### src/rtl/lsu.sv
// Load/store unit between the datapath and a 128-word data memory.
// Sub-word stores are done as a read-modify-write of the containing word.
module lsu (
  input  logic        clk,
  input  logic        reset,
  input  logic        req,
  input  logic        we,
  input  logic [1:0]  size,
  input  logic        sign,
  input  logic [31:0] addr,
  input  logic [31:0] wdata,
  output logic [31:0] rdata,
  output logic        stall,
  output logic        done,
  output logic        err,
  output logic [6:0]  dm_addr,
  output logic        dm_rd,
  output logic        dm_wr,
  output logic [31:0] dm_wdata,
  input  logic [31:0] dm_rdata
);

  typedef enum logic [2:0] {
    IDLE  = 3'd0,
    LOAD  = 3'd1,
    READ  = 3'd2,
    WRITE = 3'd3,
    RESP  = 3'd4
  } state_t;

  state_t      state_r, state_s;
  logic [1:0]  size_r;
  logic        sign_r;
  logic [8:0]  addr_r;
  logic [31:0] wdata_r;
  logic [31:0] merge_r;
  logic        err_r;
  logic        bad_s;
  logic        unused_s;

  function automatic logic misaligned(input logic [1:0] sz, input logic [1:0] a);
    case (sz)
      2'b00:   return 1'b0;
      2'b01:   return a[0];
      2'b10:   return (a != 2'b00);
      default: return 1'b1;
    endcase
  endfunction

  // Select the addressed lane(s) of a memory word and extend to 32 bits.
  function automatic logic [31:0] extract(input logic [31:0] word, input logic [1:0] lane,
                                          input logic [1:0] sz, input logic sgn);
    logic [7:0]  b;
    logic [15:0] h;
    b = word[{lane, 3'b000} +: 8];
    h = word[{lane[1], 4'b0000} +: 16];
    case (sz)
      2'b00:   return {{24{sgn & b[7]}}, b};
      2'b01:   return {{16{sgn & h[15]}}, h};
      default: return word;
    endcase
  endfunction

  function automatic logic [31:0] merge(input logic [31:0] word, input logic [1:0] lane,
                                        input logic [1:0] sz, input logic [31:0] wd);
    logic [31:0] r;
    r = word;
    case (sz)
      2'b00:   r[{lane, 3'b000} +: 8] = wd[7:0];
      2'b01:   r[{lane[1], 4'b0000} +: 16] = wd[15:0];
      default: r = wd;
    endcase
    return r;
  endfunction

  assign bad_s    = misaligned(size, addr[1:0]);
  assign unused_s = ^addr[31:9];

  // Next-state logic
  always_comb begin
    state_s = state_r;
    case (state_r)
      IDLE: begin
        if (req) begin
          if (bad_s)               state_s = RESP;
          else if (!we)            state_s = LOAD;
          else if (size == 2'b10)  state_s = WRITE;
          else                     state_s = READ;
        end else begin
          state_s = IDLE;
        end
      end
      LOAD:    state_s = RESP;
      READ:    state_s = WRITE;
      WRITE:   state_s = RESP;
      RESP:    state_s = IDLE;
      default: state_s = IDLE;
    endcase
  end

  // Output decode; the write strobe is killed by reset within the same cycle
  always_comb begin
    stall    = ((state_r == IDLE) && req && !reset) || (state_r == LOAD) ||
               (state_r == READ) || (state_r == WRITE);
    done     = (state_r == RESP) && !reset;
    err      = (state_r == RESP) && !reset && err_r;
    dm_rd    = (state_r == LOAD) || (state_r == READ);
    dm_wr    = (state_r == WRITE) && !reset;
    dm_addr  = addr_r[8:2];
    if (size_r == 2'b10) begin
      dm_wdata = wdata_r;
    end else begin
      dm_wdata = merge_r;
    end
  end

  // State, request latches, load result and merge buffer
  always_ff @(posedge clk) begin
    if (reset) begin
      state_r <= IDLE;
      size_r  <= 2'b00;
      sign_r  <= 1'b0;
      addr_r  <= 9'd0;
      wdata_r <= 32'd0;
      merge_r <= 32'd0;
      err_r   <= 1'b0;
      rdata   <= 32'd0;
    end else begin
      state_r <= state_s;
      if ((state_r == IDLE) && req) begin
        size_r  <= size;
        sign_r  <= sign;
        addr_r  <= addr[8:0];
        wdata_r <= wdata;
        err_r   <= bad_s;
      end
      if (state_r == LOAD) begin
        rdata <= extract(dm_rdata, addr_r[1:0], size_r, sign_r);
      end
      if (state_r == READ) begin
        merge_r <= merge(dm_rdata, addr_r[1:0], size_r, wdata_r);
      end
    end
  end

endmodule

### config.mk
export PLATFORM = sky130hd
export DESIGN_NAME = lsu
export DESIGN_NICKNAME = d
export VERILOG_FILES = /design/src/rtl/lsu.sv
export SDC_FILE = /design/constraint.sdc
export NUM_CORES = 1
export LEC_CHECK = 0
export CAP_MARGIN = 30
export CORE_MARGIN = 2
export CORE_UTILIZATION = 50
export CTS_BUF_LIST = sky130_fd_sc_hd__clkbuf_16
export DETAILED_ROUTE_END_ITERATION = 6
export PLACE_DENSITY = 0.85
export SETUP_SLACK_MARGIN = 0.4
export SYNTH_ARGS = -nofsm -noshare
export SYNTH_HDL_FRONTEND = slang
export SYNTH_SLANG_ARGS = --single-unit
### constraint.sdc
create_clock -name clk -period 7.7 [get_ports clk]
set_clock_uncertainty 0.1 [all_clocks]
set_input_delay 1.155 -clock clk [delete_from_list [all_inputs] [get_ports clk]]
set_output_delay 1.155 -clock clk [all_outputs]
set_load 0.1 [all_outputs]
# Word-level counts from Yosys, hierarchy flattened
# Cells that the tools add are included.
# W data, S select, Z words.
[word_totals]
ff_bits = 112
input_bits = 103
out_inout_bits = 76
elab_cells = 52
[classes]
addsub = 2
eq_ne = 8
shifts = 6
muxes = 11
bitwise_logic = 2
n_reduce_logical = 15
[op_table]
columns = ["cell", "count"]
rows = [
  ["$pmux W32 S2", 2],
  ["$bwmux W32", 2],
  ["$mux W32", 1],
  ["$shift A16 B7 Y32 const A", 1],
  ["$shift A8 B7 Y32 const A", 1],
  ["$shiftx A16 B7 Y32", 1],
  ["$shiftx A32 B6 Y16", 1],
  ["$shiftx A32 B6 Y8", 1],
  ["$shiftx A8 B7 Y32", 1],
  ["$neg A5 Y7", 2],
  ["$pmux W3 S3", 1],
  ["$eq A3 B2 Y1 const B", 2],
  ["$mux W3", 2],
  ["$logic_and A1 B1 Y1", 5],
  ["$eq A2 B1 Y1 const B", 2],
  ["$eq A2 B2 Y1 const B", 2],
  ["$logic_not A2 Y1", 2],
  ["$logic_or A1 B1 Y1", 4],
  ["$eq A3 B1 Y1 const B", 1],
  ["$eq A3 B3 Y1 const B", 1],
  ["$logic_not A3 Y1", 1],
  ["$pmux W1 S3", 1],
  ["$and A1 B1 Y1", 2],
  ["$mux W2", 1],
  ["4 further kinds", 4],
]

# Longest topological paths before layout
# Gate-level depths: netlist (run 1).
[logic_depth]
ltp_word = 6
depth_mapped = 7
ltp_nobuf = 6

# Worst setup path after synthesis (run 1)
# No wires, ideal clock.
[synth_path]
path_kind = "input to output"
startpoint = "input port reset"
endpoint = "output port err"
arrival_time_ps = 3148
required_ps = 6445
path_slack_ps = 3297
cell_stages = 4
path_buffers = 1
path_cell_list = "inv_1 > clkbuf_1 > and3_1 > and2_1"
[synth_via]
elab_chain_len = 3
[synth_lines]
columns = ["item", "line", "source"]
rows = [
  ["from (decl)", "5", "input logic reset,"],
  ["$logic_not A1 Y1", "--", ""],
  ["$logic_and A1 B1 Y1", "--", ""],
  ["named net done", "14", "output logic done,"],
  ["$logic_and A1 B1 Y1", "106", "err = (state_r == RESP) && !reset && err_r;"],
  ["to (decl)", "15", "output logic err,"],
]
# The timed path passes the listed nets, and every way through them passes these cells.

# Worst setup path in the final report (run 1)
[layout_path]
startpoint = "input port reset"
endpoint = "output port dm_wr"
[layout_via]
elab_chain_len = 2
[layout_lines]
columns = ["item", "line", "source"]
rows = [
  ["$logic_not A1 Y1", "108", "dm_wr = (state_r == WRITE) && !reset;"],
  ["$logic_and A1 B1 Y1", "108", ""],
  ["to (decl)", "18", "output logic dm_wr,"],
]
# Every way passes these cells.

==> impl_metrics.csv, run 1 <==
group,metric,value,unit
status,status,"completed",
final_layout,regArea,2243,µm²
synthesis,synth_edf_count,0,
critical_path,worst-path-buf-inv,3,
detailed_routing,drc,0,
power_and_ir_drop,peakVddDrop,0.1191,mV
critical_path,cp_max_fo,93,
synthesis,synth_area,5813,µm²
synthesis,netlist_instances,700,
cts,cts_buffers,9,
cts,cts_sinks,112,
floorplanning,die_y,111.8,µm
place,placed_cells_incl_taps,942,
critical_path,r2r-end,"merge_r[22]",
cts,clk_pin_slew_worst_paths,0.08,ns
sta,rsz0062_at_grt,"false",
cts,post_cts_resized,0,
sta,max_freq,212.4,MHz
place,gp_congestion,0.9178,
synthesis,synth_top_family_by_area,"compound AO/OA/AOI/OAI gates",
cts,cts_setup_buffers,0,
detailed_routing,drt-vias-per-instance,6.248,
synthesis,async_reset_ff_share,0,%
cts,cts_hold_buffers,0,
critical_path,slowest_delay,0.96,ns
cts,cts_root_buf,"clkbuf_16",
synthesis,avgSynthCellArea,8.304,µm²
synthesis,yosys.cell_types.count,48,
detailed_routing,ant_nets,0,
synthesis,synthAdderAreaFrac,1.076,%
global_routing,met2_usage,49.90,%
floorplanning,core_area,11370,µm²
power_and_ir_drop,p_per_area,217.3,nW/µm²
final_layout,n_fill_cell,970,
sta,hold-worst-slack,0.3590,ns
cts,cts_tree,"built",
floorplanning,dieArea,12500,µm²
floorplanning,ioPinCount,179,
detailed_routing,drtIter0Drc,524,
critical_path,critPathCaptureType,"output port",
synthesis,muxShareOfSynthArea,11.00,%
critical_path,rrSetupSlack,4.85,ns
critical_path,timing.rr.start,"addr_r[0]",
global_routing,antenna_found_initial,0,
critical_path,slowest_stage,"clkdlybuf4s50_1",
synthesis,synth_fp_nets,808,
final_layout,fin_cells,958,
sta,maxSlewHeadroom,25.41,%
place,dpl.hpwl,13440,µm
sta,worstMarginPinSlew,1.110,ns
floorplanning,start_util,51.13,%
hold_path,hp-class,"register to register",
global_routing,grt_pass1_wl,30960,µm
sta,setup_violations,0,
cts,cts_buffer_depth,2,
detailed_routing,detail_route.wl_per_cell,20.55,µm
detailed_routing,drtPass1Iterations,5,
final_layout,nNetsFinal,918,
cts,clk_latency,0.35,ns
hold_path,worstHoldPathCells,2,
power_and_ir_drop,p_leak,2.704,nW
hold_path,hold_start,"addr_r[7]",
critical_path,crit_start,"reset",
detailed_routing,routed-via-count,5986,
sta,final_max_slew_viol_count,0,
critical_path,ff2ff_path_depth,6,
synthesis,yosysWarningCount,0,
final_layout,area_growth,31.45,%
sta,min_period_over_period,61.15,%
synthesis,synth_seq_cells,112,
synthesis,synth-simple-area-share,17.67,%
synthesis,synth-compound-area-share,26.32,%
final_layout,multi_input_area,3278,µm²
hold_path,min_to,"addr_r[7]",
final_layout,drive_above_1_share,12.15,%
final_layout,n_antenna_cell,0,
detailed_routing,wl,19690,µm
sta,hold_viol_final,0,
global_routing,met3_usage,6.206,%
critical_path,start_kind,"input pin",
synthesis,synth_top_flop_cell,"dfxtp_1",
cts,h-tree-depth,3,
critical_path,cp.required,6.44,ns
global_routing,grt_pass1_vias,5786,
critical_path,path_cells,"buf_2 > buf_4 > nor2_1 > and3_1 > clkdlybuf4s50_1",
critical_path,path_delay_family,"buffers and inverters",
critical_path,critPathKind,"input pin to output port",
global_routing,gr-max-usage-layer,"met2",
synthesis,synthXorXnorAreaFrac,0,%
floorplanning,die_w,111.8,µm
sta,final.setup.tns,0,ns
sta,min_period,4.709,ns
floorplanning,row_count,39,
synthesis,ys_seq_area_share,38.57,%
flow_run,drv_cap,0,
critical_path,arrival,3.45,ns
global_routing,grt_overflow,0,
place,portBuffers,155,
global_routing,grt_use_total,31.05,%
global_routing,met1_usage,41.40,%
global_routing,grt_max_degree,94,
## layout make-up
cell class	instances	area share [%]
multi-input combinational	517	42.90
sequential	112	29.36
timing repair buffer	164	21.12
clock buffer	9	2.947
tap	143	2.342
clock inverter	7	1.032
inverter	6	0.2947
## tightest hold or removal path, delay by kind of cell (launching register included)
| family | cells | cell delay (ns) |
|---|---|---|
| flops | 1 | 0.31 |
| compound gates | 1 | 0.05 |
| simple gates | 1 | 0.05 |
## cell usage after synthesis, drive strengths merged (5+ instances only)
cell     instances  share of area [%]
o32ai            7                1.1
o2bb2ai          8                1.2
buf             19                2.0
nand2          123                7.9
o21ai           49                4.2
nand3            9               0.77
nor3             6               0.99
and3            19                2.0
ha               5                1.1
a21oi           73                6.3
mux2            55                 11
inv              5               0.32
a31oi            7               0.75
a211oi          18                2.5
a311oi          18                2.7
nor2            33                2.2
a221oi          23                3.5
o21a            10                1.3
a22oi           14                1.8
dfxtp          112                 39
or2              9               0.97
clkbuf          46                3.0
nand3b           8                1.0
## per-stage QoR
stage	worst slack, ns	cell area [µm²]	power (W)	util [%]
2_1_floorplan	3.297	5813	0.001024	-
3_3_place_gp	3.113	7337	0.001172	64.53
3_5_place_dp	3.044	7337	0.001179	64.53
4_1_cts	3.017	7641	0.001661	67.21
5_1_grt	2.889	7641	0.001716	67.21
6_report	2.991	7641	0.001660	67.21
## flip-flops by register name, indices dropped and copies added (netlist names)
name	count
sign_r	1
merge_r	32
state_r	3
addr_r	9
rdata	32
err_r	1
wdata_r	32
size_r	2
## kinds of logic (layout without fill, tap and decap cells)
family	count (synthesis)	after routing
AOI/OAI and AO/OA	235	235
adders and majority gates	5	5
buffers and inverters	71	186
DFF	112	112
muxes	57	57
and+or+nand+nor	220	220
## power breakdown
part	total [W]	internal (W)	switching [W]	leakage (nW)
clock	0.000488	0.000257	0.000231	0.150
sequential	0.000658	0.000618	0.0000398	0.913
combinational	0.000514	0.000157	0.000357	1.64
total	0.00166	0.00103	0.000628	2.70
## per-layer routing
layer | share of wire (%) | wire, µm
met2 | 46 | 9147
met1 | 41 | 8066
met4 | 3.3 | 650
met5 | 0 | 0
met3 | 9.3 | 1824
## how the worst max path moves through the flow
stage / to / depth (start not counted)
3_3_place_gp: dm_wr / 5
5_1_grt: dm_wr / 5
4_1_cts: dm_wr / 5
6_report: dm_wr / 5
3_5_place_dp: dm_wr / 5
2_1_floorplan: err / 4
## placed cells by master (no fill, tap or decap), types with 2 or more instances in the layout
cell type | synthesis | layout
clkdlybuf4s50_1 | 0 | 154
nand2_1 | 123 | 123
dfxtp_1 | 112 | 111
a21oi_1 | 73 | 73
mux2_2 | 51 | 51
o21ai_0 | 48 | 48
nor2_1 | 31 | 30
a221oi_1 | 23 | 23
and3_1 | 19 | 19
a311oi_1 | 18 | 18
a211oi_1 | 16 | 16
a22oi_1 | 14 | 14
o21a_1 | 10 | 10
or2_2 | 9 | 9
nand3_1 | 9 | 9
clkbuf_16 | 0 | 9
buf_4 | 8 | 9
nand3b_1 | 8 | 8
o2bb2ai_1 | 8 | 8
o32ai_1 | 7 | 7
a31oi_1 | 7 | 7
inv_1 | 5 | 6
ha_1 | 5 | 5
mux2_1 | 4 | 4
nor3_1 | 3 | 3
nor2_2 | 2 | 3
a21boi_0 | 3 | 3
nand2b_1 | 2 | 2
nor3_4 | 2 | 2
nor2b_1 | 3 | 2
nor4_1 | 2 | 2
a211oi_2 | 2 | 2
mux2i_1 | 2 | 2
o22ai_1 | 2 | 2
inv_6 | 0 | 2
No activity file was read; power rests on OpenSTA's default activity.
==> run 2, diff against run 1 <==
- CORE_UTILIZATION: 50 -> 47
- PLACE_DENSITY: 0.85 -> 0.8
- clock period: 7.7 -> 4.8 ns (I/O delays scaled with it)
==> run 2 against run 1 <==
Compared with the run above: sequential power grew 61%; design area decreased by 0.85%; routed wire length fell by 2.0%; count of clock-buffer cells in the layout unchanged; global-route usage down 2.7 points; critical path type is now register to output port.
==> impl_metrics.csv, run 2 (synthesis results as in run 1) <==
group,metric,value,unit
critical_path,timing.rr.start,"addr_r[0]",
place,gp_congestion,0.9261,
power_and_ir_drop,p_leak,2.776,nW
final_layout,finalInstanceArea,7576,µm²
detailed_routing,drtIter0Drc,665,
critical_path,rrSetupSlack,1.87,ns
global_routing,grt_pass1_wl,29300,µm
sta,final_max_slew_viol_count,0,
critical_path,r2r-end,"merge_r[24]",
sta,min_period,3.726,ns
floorplanning,dieArea,13270,µm²
cts,clk_pin_slew_worst_paths,0.08,ns
detailed_routing,wl,19290,µm
sta,hold_viol_final,0,
flow_run,drv_cap,0,
status,status,"completed",
cts,cts_tree,"built",
sta,setup_violations,0,
place,dpl.hpwl,13380,µm
hold_path,hp-class,"register to register",
critical_path,start_kind,"register",
final_layout,n_antenna_cell,0,
detailed_routing,detail_route.wl_per_cell,19.62,µm
global_routing,grt_pass1_vias,5570,
sta,rsz0062_at_grt,"false",
cts,cts_buffer_depth,2,
cts,cts_buffers,9,
power_and_ir_drop,peakVddDrop,0.2401,mV
floorplanning,row_count,40,
final_layout,multi_input_area,3278,µm²
cts,cts_hold_buffers,0,
final_layout,regArea,2243,µm²
final_layout,nNetsFinal,918,
floorplanning,die_y,115.2,µm
critical_path,arrival,2.91,ns
cts,h-tree-depth,3,
floorplanning,die_w,115.2,µm
global_routing,grt_max_degree,94,
cts,cts_root_buf,"clkbuf_16",
floorplanning,ioPinCount,179,
final_layout,final_common_cell,"nand2_1",
place,post-place-ws,1.467,ns
final_layout,fin_cells,983,
hold_path,min_to,"addr_r[7]",
cts,clk_latency,0.34,ns
critical_path,critPathKind,"register to output port",
hold_path,hold_start,"addr_r[7]",
sta,max_freq,268.4,MHz
global_routing,antenna_found_initial,0,
critical_path,critPathCaptureType,"output port",
sta,setup_slack,1.074,ns
final_layout,reg.largest.list,"merge_r x32, rdata x32, wdata_r x32",
sta,min_period_over_period,77.63,%
final_layout,n_fill_cell,1042,
global_routing,grt_use_total,28.37,%
sta,worstMarginPinSlew,1.013,ns
critical_path,cp.required,3.98,ns
detailed_routing,drtPass1Iterations,6,
critical_path,cp_max_fo,26,
global_routing,grt_overflow,0,
place,placed_cells_incl_taps,966,
detailed_routing,ant_nets,0,
power_and_ir_drop,p_per_area,347.0,nW/µm²
power_and_ir_drop,power,0.002629,W
final_layout,area_growth,30.33,%
cts,cts_sinks,112,
detailed_routing,drc,0,
sta,final.setup.tns,0,ns
floorplanning,core_area,12060,µm²
place,portBuffers,155,
detailed_routing,routed-via-count,5988,
sta,maxSlewHeadroom,31.92,%
detailed_routing,drt-vias-per-instance,6.092,
cts,post_cts_resized,0,
floorplanning,start_util,48.20,%
cts,cts_setup_buffers,0,
final_layout,final_cell_mix,"nand2_1 (123), clkdlybuf4s50_1 (118), dfxtp_1 (111)",
critical_path,ff2ff_path_depth,6,
hold_path,worstHoldPathCells,2,
place,placed_cell_area,7271,µm²
final_layout,drive_above_1_share,16.56,%
## run 2: cell types whose count changed in the layout (fill, tap and decap cells not counted)
cell,delta
inv_6,-2
clkinv_2,+2
buf_4,+35
clkbuf_4,+1
clkinv_4,+1
clkinvlp_4,-1
clkdlybuf4s50_1,-36
## run 2: final cells by class
cell class                      instances  share of cell area, %
Timing Repair Buffer                  164                  20.12
Clock buffer                            9                  2.973
Tap cell                              168                  2.775
Multi-Input combinational cell        517                  43.27
Clock inverter                          7                 0.9579
Sequential cell                       112                  29.61
Inverter                                6                 0.2973
## run 2: stage by stage
| step | util (%) | hold WS (ns) |
|---|---|---|
| after floorplan | - | 0.3317 |
| after global placement | 60.28 | 0.3416 |
| after detailed placement | 60.28 | 0.3488 |
| after CTS | 62.75 | 0.3591 |
| after global routing | 62.81 | 0.3887 |
| final | 62.81 | 0.3541 |
## run 2: power breakdown
group	switching [W]	total [W]	internal [W]	leakage, nW
Combinational	0.000569	0.000813	0.000244	1.71
Sequential	0.0000659	0.00106	0.000992	0.913
Clock	0.000351	0.000759	0.000407	0.152
Total	0.000986	0.00263	0.00164	2.78
## run 2: worst max-delay path, stage by stage, from the launching register on
cell             delay [ns]
dfxtp_1                0.46
or3b_2                 0.75
nand2_1                0.18
clkdlybuf4s50_1        1.15
## run 2: how the worst max path moves through the flow
stage	startpoint	to	slack, ns	cells after the start
finish	state_r[0]	dm_rd	1.07	3
global route	state_r[1]	dm_rd	1.0	4
CTS	state_r[0]	dm_rd	1.09	3
detailed placement	state_r[0]	dm_rd	1.47	3
global placement	state_r[0]	dm_rd	1.49	3
floorplan	reset	err	1.27	4
## run 2: routing by layer
metal  GRT usage, %  part of all wire [%]
met1          38.77                    41
met2          44.63                    46
met3          4.164                   9.2
met4          12.53                   3.5
met5              0                     0
==> run 3, diff against run 2 <==
- CORE_UTILIZATION: 47 -> 43
- PLACE_DENSITY: 0.8 -> 0.77
- clock period: 4.8 -> 3.2 ns (I/O delays scaled with it)
==> run 3 against run 2 <==
Compared with the run above: first-iteration DRC count decreased by 2.3%; clock power is 74% higher; routed wire length rose by 1.4%; die area rose by 9.0%; utilization shrank 2.1 points; largest cell class unchanged; largest power group unchanged; highest routed layer unchanged.
==> impl_metrics.csv, run 3 (synthesis results as in run 1) <==
group,metric,value,unit
critical_path,critPathKind,"register to output port",
global_routing,grt_pass1_wl,30500,µm
power_and_ir_drop,p_leak,3.008,nW
hold_path,min_to,"addr_r[8]",
floorplanning,die_w,120.3,µm
final_layout,n_antenna_cell,0,
hold_path,hold_start,"addr_r[8]",
floorplanning,core_area,13240,µm²
final_layout,reg.largest.list,"merge_r x32, rdata x32, wdata_r x32",
sta,maxSlewHeadroom,34.58,%
sta,final_max_slew_viol_count,0,
place,post-place-ws,0.5259,ns
critical_path,start_kind,"register",
global_routing,grt_overflow,0,
cts,cts_buffers,9,
sta,hold-worst-slack,0.3570,ns
sta,setup_violations,0,
sta,worstMarginPinSlew,0.9803,ns
detailed_routing,drc,0,
detailed_routing,ant_nets,0,
cts,cts_setup_buffers,0,
cts,cts_sinks,112,
final_layout,nNetsFinal,926,
global_routing,grt_pass1_vias,5670,
detailed_routing,drtPass1Iterations,5,
critical_path,r2r-end,"merge_r[31]",
critical_path,ff2ff_path_depth,6,
global_routing,grt_use_total,27.09,%
floorplanning,row_count,42,
place,dpl.hpwl,13530,µm
floorplanning,dieArea,14460,µm²
floorplanning,die_y,120.3,µm
sta,hold_viol_final,0,
cts,cts_tree,"built",
hold_path,hp-class,"register to register",
sta,max_freq,373.8,MHz
global_routing,grt_max_degree,93,
cts,cts_buffer_depth,2,
place,gp_congestion,0.9364,
detailed_routing,drt-vias-per-instance,6.053,
critical_path,arrival,2.09,ns
sta,min_period_over_period,83.59,%
status,status,"completed",
sta,min_period,2.675,ns
cts,cts_root_buf,"clkbuf_16",
detailed_routing,detail_route.wl_per_cell,19.58,µm
cts,clk_latency,0.36,ns
flow_run,drv_cap,0,
sta,final.setup.tns,0,ns
sta,rsz0062_at_grt,"false",
critical_path,timing.rr.start,"addr_r[1]",
final_layout,area_growth,38.29,%
place,portBuffers,155,
floorplanning,start_util,43.90,%
critical_path,rrSetupSlack,0.61,ns
cts,clk_pin_slew_worst_paths,0.07,ns
hold_path,worstHoldPathCells,2,
final_layout,final_common_cell,"nand2_1",
critical_path,cp.required,2.62,ns
sta,setup_slack,0.5251,ns
cts,h-tree-depth,3,
power_and_ir_drop,p_per_area,527.7,nW/µm²
global_routing,antenna_found_initial,0,
critical_path,cp_max_fo,32,
detailed_routing,routed-via-count,6047,
final_layout,final_cell_mix,"nand2_1 (123), dfxtp_1 (110), clkdlybuf4s50_1 (78)",
final_layout,finalInstanceArea,8039,µm²
detailed_routing,wl,19560,µm
final_layout,drive_above_1_share,22.60,%
floorplanning,ioPinCount,179,
place,placed_cell_area,7691,µm²
detailed_routing,drtIter0Drc,650,
power_and_ir_drop,peakVddDrop,0.2503,mV
critical_path,critPathCaptureType,"output port",
## run 3: changes by cell type in the layout (fill, tap and decap cells not counted), sizes merged
cell           previous run  this run
buf                      45        94
clkinvlp                  0         1
clkinv                    5         3
clkdlybuf4s50           118        78
inv                       7         6
clkbuf                   10         9
bufinv                    1         3
## run 3: cell type report
type | count | area (µm²)
Clock buffer | 9 | 225.2
Multi-Input combinational cell | 517 | 3283
Clock inverter | 7 | 118.9
Tap cell | 176 | 220.2
Sequential cell | 112 | 2247
Fill cell | 1172 | 5204
Timing Repair Buffer | 172 | 1922
Inverter | 6 | 22.52
## run 3: report_power, final
group	leakage, nW	internal, W	switching [W]	total, W
Combinational	1.93	0.000458	0.000875	0.00133
Sequential	0.914	0.00149	0.0000994	0.00159
Clock	0.164	0.000768	0.000555	0.00132
## run 3: per-layer routing
| layer | GRT usage (%) | vias to the layer above | part of all wire [%] |
|---|---|---|---|
| met5 | 0 | - | 0 |
| met4 | 11.26 | 0 | 2.9 |
| met3 | 4.057 | 42 | 10 |
| met2 | 40.84 | 347 | 45 |
| met1 | 38.66 | 2863 | 42 |
| li1 | - | 2795 | - |
## run 3: worst max path at each step
| stage | startpoint | slack (ns) | endpoint | depth (start not counted) |
|---|---|---|---|---|
| 3_5_place_dp | dm_rdata[31] | 0.53 | rdata[20] | 5 |
| 2_1_floorplan | reset | 0.40 | err | 4 |
| 5_1_grt | size_r[1] | 0.46 | dm_wdata[5] | 4 |
| 4_1_cts | size_r[1] | 0.41 | dm_wdata[31] | 4 |
| 6_report | size_r[1] | 0.53 | dm_wdata[5] | 4 |
| 3_3_place_gp | dm_rdata[31] | 0.57 | rdata[30] | 5 |
## run 3: metrics by stage
step,utilization (%),power [W],std cells
finish,60.70,0.004242,999
global route,60.70,0.004381,999
detailed placement,58.08,0.002935,983
CTS,60.68,0.004236,999
floorplan,-,0.002466,700
global placement,58.08,0.002926,983
## run 3: timing repair
item                                    CTS  global route
endpoints found under the setup margin    0            32
hold buffers                              0             0
gates resized for setup                   0             2
## run 3: critical path, stage by stage (launching register included)
cell and delay, ns:
dfxtp_4 0.50, nor2b_2 0.18, buf_4 0.40, mux2_2 0.44, buf_12 0.18
==> edit 1, RTL diff (settings of run 3) <==
Re-encode `state_t` (5 states) as one-hot, 5 bits wide.
--- a/src/rtl/lsu.sv
+++ b/src/rtl/lsu.sv
@@ -20,12 +20,12 @@
   input  logic [31:0] dm_rdata
 );
 
-  typedef enum logic [2:0] {
-    IDLE  = 3'd0,
-    LOAD  = 3'd1,
-    READ  = 3'd2,
-    WRITE = 3'd3,
-    RESP  = 3'd4
+  typedef enum logic [4:0] {
+    IDLE  = 5'b00001,
+    LOAD  = 5'b00010,
+    READ  = 5'b00100,
+    WRITE = 5'b01000,
+    RESP  = 5'b10000
   } state_t;
 
   state_t      state_r, state_s;
Behaviour: same outputs for any inputs over 4 cycles, from zero or initial values and one cycle with reset high; so few cycles prove little.
==> edit 1 against run 3 <==
- setup slack better by 0.010 ns
- count of clock-buffer cells in the layout grew 8
- sequential cell count up 2
- total power up 6.0%
- largest cell class unchanged
- design area increased by 5.6%
- fmax up 0.38%
- area after synthesis rose by 4.1%
- routed wire length is 2.7% lower
- core utilization is 0.72 points higher
- combinational power decreased by 31%
- worst hold slack lost 0.0033 ns
- register-to-register slack gained 0.23 ns
==> edit 1: results (changes against run 3) <==
[worst_setup_path]
slowest_stage=mux2_2
crit_fanout=23  ; -28%
max_stage_delay_ns=0.42  ; -0.08 ns

[clocking]
clk-insertion-delay-late_ns=0.43  ; +0.07 ns
htree_num_levels=4  ; +1
path_clk_slew_ns=0.05  ; -0.02 ns
cts_buffers=17  ; +8

[placed_design]
place_congestion=0.9215  ; -1.6%
hpwlAfterDp_mm=13.32  ; -1.6%

[yosys]
synth-compound-area-share_pct=23.43  ; -2.9 points
synthAdderAreaFrac_pct=1.034  ; -0.042 points
ys_seq_area_share_pct=37.72  ; -0.85 points
syn_nets=834  ; +3.2%
synth_commonest_cells=dfxtp_1 (114), nand2_1 (111), a21oi_1 (64)
synthMuxAreaShare_pct=13.07  ; +2.1 points
ys_types=57  ; +19%

[detailed_routing]
viasPerCell=5.735  ; -5.3%
drtIter0Drc=448  ; -31%
postRouteWirelength_mm=19.03  ; -2.7%

[layout]
finish.net_count=957  ; +3.3%
drive_gt1_share_pct=19.61  ; -3.0 points
insertedDiodeCount=0  ; unchanged
area_delta_synth_final_pct=40.36

[pwr]
power_leakage_nw=3.206  ; +6.6%
ir_drop_v=0.0003992  ; +59%
p_sw_share_pct=29.00  ; -7.0 points

[run_status]
status=finished clean

[global_routing]
grt_pass1_vias=5637  ; -0.58%
grtUsageTotal_pct=26.12  ; -0.98 points

[sta]
relSlewSlack_pct=53.19  ; +19 points

[min_path]
worstHoldStart=addr_r[5]

[edit 1: path summary, 6_finish.rpt]
check                           cells after the start  slack (ns)      endpoint
worst min-delay path                                2        0.35     addr_r[5]
worst max register to register                      6        0.84   merge_r[22]
worst min register to register                      2        0.35     addr_r[5]
worst max-delay path                                6        0.54  dm_wdata[22]
[edit 1: final cells by class]
type | instances | area [um2] | area share, %
well taps | 180 | 225.2 | 2.652
clock inverters | 15 | 198.9 | 2.342
flip-flops and latches | 114 | 2282 | 26.87
multi-input cells | 525 | 3395 | 39.97
clock buffers | 17 | 425.4 | 5.009
inverters | 20 | 75.07 | 0.8839
repair buffers | 171 | 1892 | 22.27
[edit 1: per-stage QoR]
stage / instances / cell area [um2] / worst slack (ns) / power [mW] / utilization, %
5_1_grt: 1042 / 8493 / 0.4360 / 4.655 / 61.42
3_5_place_dp: 1010 / 7869 / 0.7772 / 2.493 / 56.91
4_1_cts: 1042 / 8493 / 0.5155 / 4.512 / 61.42
2_1_floorplan: 726 / 6083 / 0.2018 / 2.177 / -
3_3_place_gp: 1010 / 7869 / 0.8414 / 2.481 / 56.91
6_report: 1042 / 8493 / 0.5352 / 4.496 / 61.42
[edit 1: layer usage]
layer | up-vias | GRT usage (%) | wire length [um]
li1 | 2871 | - | -
met1 | 2784 | 33.77 | 8017
met2 | 270 | 41.04 | 8968
met3 | 51 | 4.786 | 1365
met4 | 0 | 14.51 | 681
met5 | - | 0 | 0
[edit 1: power by group through the flow]
stage	Clock [mW]	Combinational [mW]	Sequential, mW
CTS	2.04	0.915	1.56
detailed placement	0	0.908	1.58
floorplan	0	0.607	1.57
finish	2.02	0.920	1.56
global route	2.11	0.984	1.56
global placement	0	0.898	1.58
[edit 1: logic make-up after synthesis]
logic type | after synthesis
AO/OA/AOI/OAI | 208
multiplexers | 74
AND/OR/NAND/NOR | 237
adder cells (fa/ha/maj) | 5
buffers and inverters | 87
XOR/XNOR | 1
flip-flops | 114
[edit 1: worst max-delay path: cells and delay by family, from the launching register on]
family,cells,cell delay [ns]
AND/OR/NAND/NOR,1,0.14
buffers and inverters,4,0.75
multiplexers,1,0.42
flip-flops,1,0.33
==> edit 2, RTL diff (flow settings as in run 3) <==
Made on the original files. Register the output `err`, with the module's reset; this adds one clock of latency there. The other outputs are not delayed to match.
--- a/src/rtl/lsu.sv
+++ b/src/rtl/lsu.sv
@@ -27,6 +27,8 @@
     WRITE = 3'd3,
     RESP  = 3'd4
   } state_t;
+
+  logic err_d;
 
   state_t      state_r, state_s;
   logic [1:0]  size_r;
@@ -103,7 +105,7 @@
     stall    = ((state_r == IDLE) && req && !reset) || (state_r == LOAD) ||
                (state_r == READ) || (state_r == WRITE);
     done     = (state_r == RESP) && !reset;
-    err      = (state_r == RESP) && !reset && err_r;
+    err_d    = (state_r == RESP) && !reset && err_r;
     dm_rd    = (state_r == LOAD) || (state_r == READ);
     dm_wr    = (state_r == WRITE) && !reset;
     dm_addr  = addr_r[8:2];
@@ -143,5 +145,13 @@
     end
   end
 
+  always_ff @(posedge clk) begin
+    if (reset) begin
+      err <= '0;
+    end else begin
+      err <= err_d;
+    end
+  end
+
 endmodule
 
Check against the original RTL: not equivalent (Yosys sat finds a counterexample within 4 cycles, from zero or initial values and one cycle with reset high).
==> edit 2 against run 3 <==
- sequential cell count up 1
- design area up 3.5%
- critical path depth unchanged
- setup slack worse by 0.054 ns
- area after synthesis up 0.34%
- total power up 17%
- routed wire length up 4.5%
==> edit 2: results (changes against run 3) <==
[run_status]
status=finished clean

[pwr]
p_sw_mw=1.641  ; +7.4%

[global_routing]
grt_pass1_wl_mm=31.65  ; +3.8%
grt_max_degree=90  ; -3.2%
grtUsageTotal_pct=28.36  ; +1.3 points

[min_path]
min_path_type=in2reg
holdPathEnd=rdata[22]
worstHoldStart=reset

[layout]
fill_cells=1148  ; -2.0%
buf_share_pct=22.89  ; -1.0 points
n_all_buffers=171  ; -0.58%
final-seq-area_um2=2266  ; +0.83%
finish.net_count=934  ; +0.86%
seq_cells=113  ; +0.89%
multi_input_area_um2=3284  ; about the same

[sta]
relSlewSlack_pct=34.94  ; +0.35 points
hold_slack_ns=0.2559  ; -0.1012 ns

[clocking]
cts_resized=2  ; +2
clk-insertion-delay-late_ns=0.41  ; +0.05 ns

[worst_setup_path]
crit_family=flip-flops

[yosys]
synthAdderAreaFrac_pct=1.073  ; -0.0037 points
ys_seq_area_share_pct=38.78  ; +0.21 points
synth-compound-area-share_pct=26.23  ; -0.090 points
synth_commonest_cells=nand2_1 (123), dfxtp_1 (113), a21oi_1 (73)
ys_top_cells_by_area=dfxtp_1 (39%), mux2_2 (9.8%), nand2_1 (7.9%), a21oi_1 (6.3%), o21ai_0 (4.1%)

[detailed_routing]
drtIter0Drc=796  ; +22%
dr_total_vias=6070  ; +0.38%

-- edit 2: power groups by stage --
stage / Clock (mW) / Combinational [mW] / Sequential (mW)
2_1_floorplan: 0 / 0.769 / 1.71
3_3_place_gp: 0 / 1.31 / 1.63
3_5_place_dp: 0 / 1.32 / 1.63
4_1_cts: 2.03 / 1.33 / 1.60
5_1_grt: 2.12 / 1.40 / 1.61
6_report: 2.02 / 1.34 / 1.60
-- edit 2: metrics by stage --
stage	worst slack [ns]	power [mW]	utilization, %	cells	instance area [um2]
after floorplan	0.6524	2.479	-	701	5837
after global placement	0.6419	2.932	58.07	983	7690
after detailed placement	0.5261	2.954	58.07	983	7690
after CTS	0.4748	4.966	62.84	1015	8322
after global routing	0.4106	5.134	62.86	1015	8324
final	0.4716	4.963	62.86	1015	8324
-- edit 2: layer usage --
layer	vias to the layer above	global-route usage, %	wire length [um]
met5	-	0	0
met4	0	13.88	786
met3	64	6.887	1837
met2	295	43.68	9376
met1	2894	37.15	8448
li1	2817	-	-
